--- src/rtl/shift_ctrl_pkg.sv ---
// Shared encodings for the iterative shift controller: op codes, FSM states, word width.
package shift_ctrl_pkg;

    localparam int WORD = 32;

    localparam logic [1:0] OP_SLL  = 2'b00;
    localparam logic [1:0] OP_SRL  = 2'b01;
    localparam logic [1:0] OP_SRA  = 2'b10;
    localparam logic [1:0] OP_ROTR = 2'b11;

    typedef enum logic [1:0] {
        IDLE  = 2'd0,
        SHIFT = 2'd1,
        DONE  = 2'd2
    } state_t;

endpackage

--- src/rtl/shift_step.sv ---
// Combinational single-step shifter: moves acc by k (0..STEP) positions for one iteration.
module shift_step
    import shift_ctrl_pkg::*;
#(
    parameter int KW = 3
) (
    input  logic [WORD-1:0] acc,
    input  logic [1:0]      op,
    input  logic [KW-1:0]   k,
    output logic [WORD-1:0] acc_next
);

    logic [5:0] amt;
    assign amt = 6'(k);

    always_comb begin
        acc_next = acc;
        case (op)
            OP_SLL:  acc_next = acc << amt;
            OP_SRL:  acc_next = acc >> amt;
            OP_SRA:  acc_next = $signed(acc) >>> amt;
            // a shift by WORD yields zero, so k=0 degenerates cleanly to acc
            OP_ROTR: acc_next = (acc >> amt) | (acc << (6'(WORD) - amt));
            default: acc_next = acc;
        endcase
    end

endmodule

--- src/rtl/shift_sequencer.sv ---
// Multi-cycle shift controller: latches operands at start, shifts up to STEP bits per
// cycle, then pulses done for one cycle with result already valid.
module shift_sequencer
    import shift_ctrl_pkg::*;
#(
    parameter int STEP = 4
) (
    input  logic            clk,
    input  logic            reset,
    input  logic            start,
    input  logic [1:0]      op,
    input  logic            use_reg,
    input  logic [4:0]      shamt,
    input  logic [31:0]     rs_val,
    input  logic [31:0]     data,
    output logic            busy,
    output logic            done,
    output logic [31:0]     result,
    output logic [31:0]     shamt_ext
);

    localparam int KW = $clog2(STEP) + 1;

    state_t          state_reg, state_next;
    logic [WORD-1:0] acc_reg, acc_next;
    logic [1:0]      opr_reg, opr_next;
    logic [4:0]      rem_reg, rem_next;
    logic [WORD-1:0] result_reg, result_next;
    logic [WORD-1:0] shamt_ext_reg, shamt_ext_next;

    logic [4:0]      n_sel;
    logic [KW-1:0]   k;
    logic [WORD-1:0] stepped;
    logic            unused_rs;

    assign n_sel     = use_reg ? rs_val[4:0] : shamt;
    assign unused_rs = ^rs_val[31:5];

    always_comb begin
        k = KW'(rem_reg);
        if (rem_reg > 5'(STEP)) begin
            k = KW'(STEP);
        end
    end

    shift_step #(.KW(KW)) u_step (
        .acc      (acc_reg),
        .op       (opr_reg),
        .k        (k),
        .acc_next (stepped)
    );

    always_ff @(posedge clk) begin
        if (reset) begin
            state_reg     <= IDLE;
            acc_reg       <= '0;
            opr_reg       <= OP_SLL;
            rem_reg       <= '0;
            result_reg    <= '0;
            shamt_ext_reg <= '0;
        end else begin
            state_reg     <= state_next;
            acc_reg       <= acc_next;
            opr_reg       <= opr_next;
            rem_reg       <= rem_next;
            result_reg    <= result_next;
            shamt_ext_reg <= shamt_ext_next;
        end
    end

    // result is loaded on entry to DONE so it is valid during the done pulse
    always_comb begin
        state_next     = state_reg;
        acc_next       = acc_reg;
        opr_next       = opr_reg;
        rem_next       = rem_reg;
        result_next    = result_reg;
        shamt_ext_next = shamt_ext_reg;
        case (state_reg)
            IDLE: begin
                if (start) begin
                    acc_next       = data;
                    opr_next       = op;
                    rem_next       = n_sel;
                    shamt_ext_next = {27'b0, n_sel};
                    if (n_sel == 5'd0) begin
                        state_next  = DONE;
                        result_next = data;
                    end else begin
                        state_next  = SHIFT;
                    end
                end
            end
            SHIFT: begin
                acc_next = stepped;
                rem_next = rem_reg - 5'(k);
                if (rem_next == 5'd0) begin
                    state_next  = DONE;
                    result_next = stepped;
                end
            end
            DONE: begin
                state_next = IDLE;
            end
            default: begin
                state_next = IDLE;
            end
        endcase
    end

    assign busy      = (state_reg != IDLE);
    assign done      = (state_reg == DONE);
    assign result    = result_reg;
    assign shamt_ext = shamt_ext_reg;

endmodule
--- config.mk ---
export PLATFORM = sky130hd
export DESIGN_NAME = shift_sequencer
export DESIGN_NICKNAME = d
export VERILOG_FILES = /design/src/rtl/shift_ctrl_pkg.sv /design/src/rtl/shift_step.sv /design/src/rtl/shift_sequencer.sv
export SDC_FILE = /design/constraint.sdc
export NUM_CORES = 1
export LEC_CHECK = 0
export ABC_CLOCK_PERIOD_IN_PS = 4400
export CORE_MARGIN = 2
export CORE_UTILIZATION = 46
export CTS_CLUSTER_SIZE = 8
export DETAILED_ROUTE_END_ITERATION = 10
export HOLD_SLACK_MARGIN = 0.06
export PLACE_DENSITY = 0.77
export SETUP_SLACK_MARGIN = 0.05
export SYNTH_ARGS = -nofsm -noshare
export SYNTH_HDL_FRONTEND = slang
export SYNTH_SLANG_ARGS = --single-unit
--- constraint.sdc ---
create_clock -name clk -period 4.4 [get_ports clk]
set_input_delay 0.44 -clock clk [delete_from_list [all_inputs] [get_ports clk]]
set_output_delay 0.44 -clock clk [all_outputs]
set_load 0.05 [all_outputs]
==> impl_metrics.toml <==
[clock_network]
clock-sinks = 78
cts_resized = 0
cts.path.max_buffers = 2
post-cts-setup-buffers = 0
cts_tree = "yes"
htree_levels = 3
cts_hold_buf = 0
clkLatencyLatePin_ps = 350
cts_buffers = 9
cts.clk_slew.worst_paths_ps = 70
clockRootBuffer = "clkbuf_16"

[worst_setup_path]
critPathKind = "reg -> reg"
max_stage_delay_ps = 950
cp_slowest_cell = "or4b_2"
path_cells = "or4b_2 -> ha_1 -> ha_1 -> clkinv_1 -> mux4_2 -> and2_1 -> o21ai_1 -> o2111ai_1 -> nand2_1 -> a211oi_1"
arrival_ps = 4100
cp-end-kind = "flop"
start_kind = "flop"
cp.required_ps = 4610
r2r_cells = 10
cp_max_fo = 13
critPathMostFrequentCell = "ha_1"

[routing]
drt-initial-drc-count = 1102
drt_first_pass_iters = 8
ant_nets = 0
via_per_inst = 6.630
drcViolationCount = 0
drt_wl_total_um = 23990
wl_per_cell_um = 21.50
num_vias = 7399

[placed_design]
place_hpwl_um = 16760
placed_area_um2 = 7483
gp_congestion = 1.023
placed_cells = 1100
port_buffers = 86

[floorplanning]
die_w_um = 124.5
core_um2 = 14370
design.die.area_um2 = 15510
num_rows = 44
die_h_um = 124.5
start_util_pct = 46.50
io_pins = 141

[logic_synthesis]
yosys.area_share.simple_pct = 23.90
ys_seq_area_share_pct = 23.37
synth.top_cell.area_share_pct = 23.37
synth_edf_count = 0
synth_top_family_by_area = "compound AO/OA/AOI/OAI gates"
syn_area_um2 = 6681
yosys-top-cells-area = "dfxtp_1 23%, nand2_1 8.5%, mux4_2 8.4%, mux2i_1 7.0%, nor2_1 4.4%"
ys.flop_type = "dfxtp_1"
syn_inst = 897
synth_xor_area_share_pct = 0.5243
ys_top_cells_by_count = "152 x nand2_1, 78 x dfxtp_1, 78 x nor2_1"
synth_seq_cells = 78
synthAdderAreaFrac_pct = 0.5618
ys_warn_count = 0
syn_area_per_cell_um2 = 7.449
yosys.area.top_type = "dfxtp_1"
synth_mux_area_share_pct = 16.48
synth-compound-area-share_pct = 25.58
yosysMostFrequentCell = "nand2_1"
async_flop_share_pct = 0
synthDistinctLibCells = 66

[power_and_ir_drop]
p_leak_nw = 2.850
peakVddDrop_mv = 0.3225
power_mw = 3.912
power_density_nw_per_um2 = 502.3

[timing]
period_minus_slack_ps = 3886
tns_ps = 0
period_share_pct = 88.33
slew_headroom_pct = 22.42
setup_viol = 0
finalClockSkew_ps = 9.095
rsz0062_at_grt = "false"
drv_slew = 0
worstMarginPinSlew_ps = 1159
max_freq_mhz = 257.3
hold_violations = 0

[cells_and_area]
antenna-diode-count = 0
drive_gt1_share_pct = 9.227
final_area_um2 = 7789
areaGrowthSynthToFinish_pct = 16.57
fin_cells = 1116
fin_nets = 1005

[grt]
grt_max_degree = 57
overflow = 0
grt_pass1_vias = 6676
grt_usage_pct = 30.10
antenna_found_initial = 0
grt_first_pass_wirelength_um = 37590

[min_path]
whs_path_depth = 2
min_path_type = "reg -> reg"

[status]
status = "completed"

[run]
drv_cap = 0
==> cell usage in the layout, fill, tap and decap left out, types with 8 or more instances in the layout <==
cell type,instances
nand2b_1,16
o22ai_1,11
nand2_1,152
o21ai_0,26
nand3_1,41
o2111ai_1,15
a211oi_1,34
inv_1,9
mux4_2,25
a311oi_1,12
mux2i_1,47
clkdlybuf4s50_1,85
dfxtp_1,77
clkbuf_16,9
a21oi_1,58
conb_1,28
nor2_1,77
a31oi_1,15
nor3_1,16
a221oi_1,8
nand3b_1,9
o211ai_1,21
and2_1,9
buf_4,24
==> worst max-delay path: cells and delay by family (launching register included) <==
family / cells / cell delay, ps
buf+inv: 1 / 280
compound gates: 3 / 630
mux: 1 / 410
fa+ha+maj: 2 / 660
flops: 1 / 440
simple gates: 3 / 1310
==> power breakdown <==
group	internal (mW)	switching [mW]	total [mW]	leakage [nW]
sequential	0.817	0.204	1.02	0.641
combinational	0.750	1.36	2.11	2.06
clock	0.449	0.337	0.785	0.149
total	2.02	1.90	3.91	2.85
==> cell families after synthesis <==
family,after synthesis
DFF,78
and+or+nand+nor,352
adders and majority gates,3
xor gates and xnor gates,4
other,2
buffers and inverters,130
muxes,78
AOI/OAI and AO/OA,250
==> routing by layer <==
layer	global-route usage (%)	vias to the layer above	wire, um
li1	-	3334	-
met2	48.06	537	11110
met1	39.35	3432	9264
met3	7.045	96	2606
met5	0	-	0
met4	12.03	0	1010
==> area by class of cell <==
type                    count  area [um^2]
flip-flops and latches     78         1563
repair buffers            111         1056
clock buffers               9        225.2
fillers                  1357         6580
well taps                 184        230.2
clock inverters             7        80.08
multi-input cells         715         4589
inverters                  12        45.04
==> path summary, 6_finish.rpt <==
| kind | start | to | slack (ps) |
|---|---|---|---|
| max | rem_reg[2] | result[31] | 510 |
| min | result[30] | result[30] | 460 |
| max reg2reg | rem_reg[2] | result[31] | 510 |
| min reg2reg | result[30] | result[30] | 460 |
==> stage by stage <==
| step | hold slack (ps) | utilization [%] | setup slack (ps) |
|---|---|---|---|
| CTS | 455.9 | 54.21 | 655.9 |
| detailed placement | 446.5 | 52.08 | 681.8 |
| floorplan | 491.6 | - | 910.4 |
| global route | 476.8 | 54.21 | 434.3 |
| finish | 455.1 | 54.21 | 513.6 |
| global placement | 447.2 | 52.08 | 671.2 |
No activity file was read; power rests on OpenSTA's default activity.
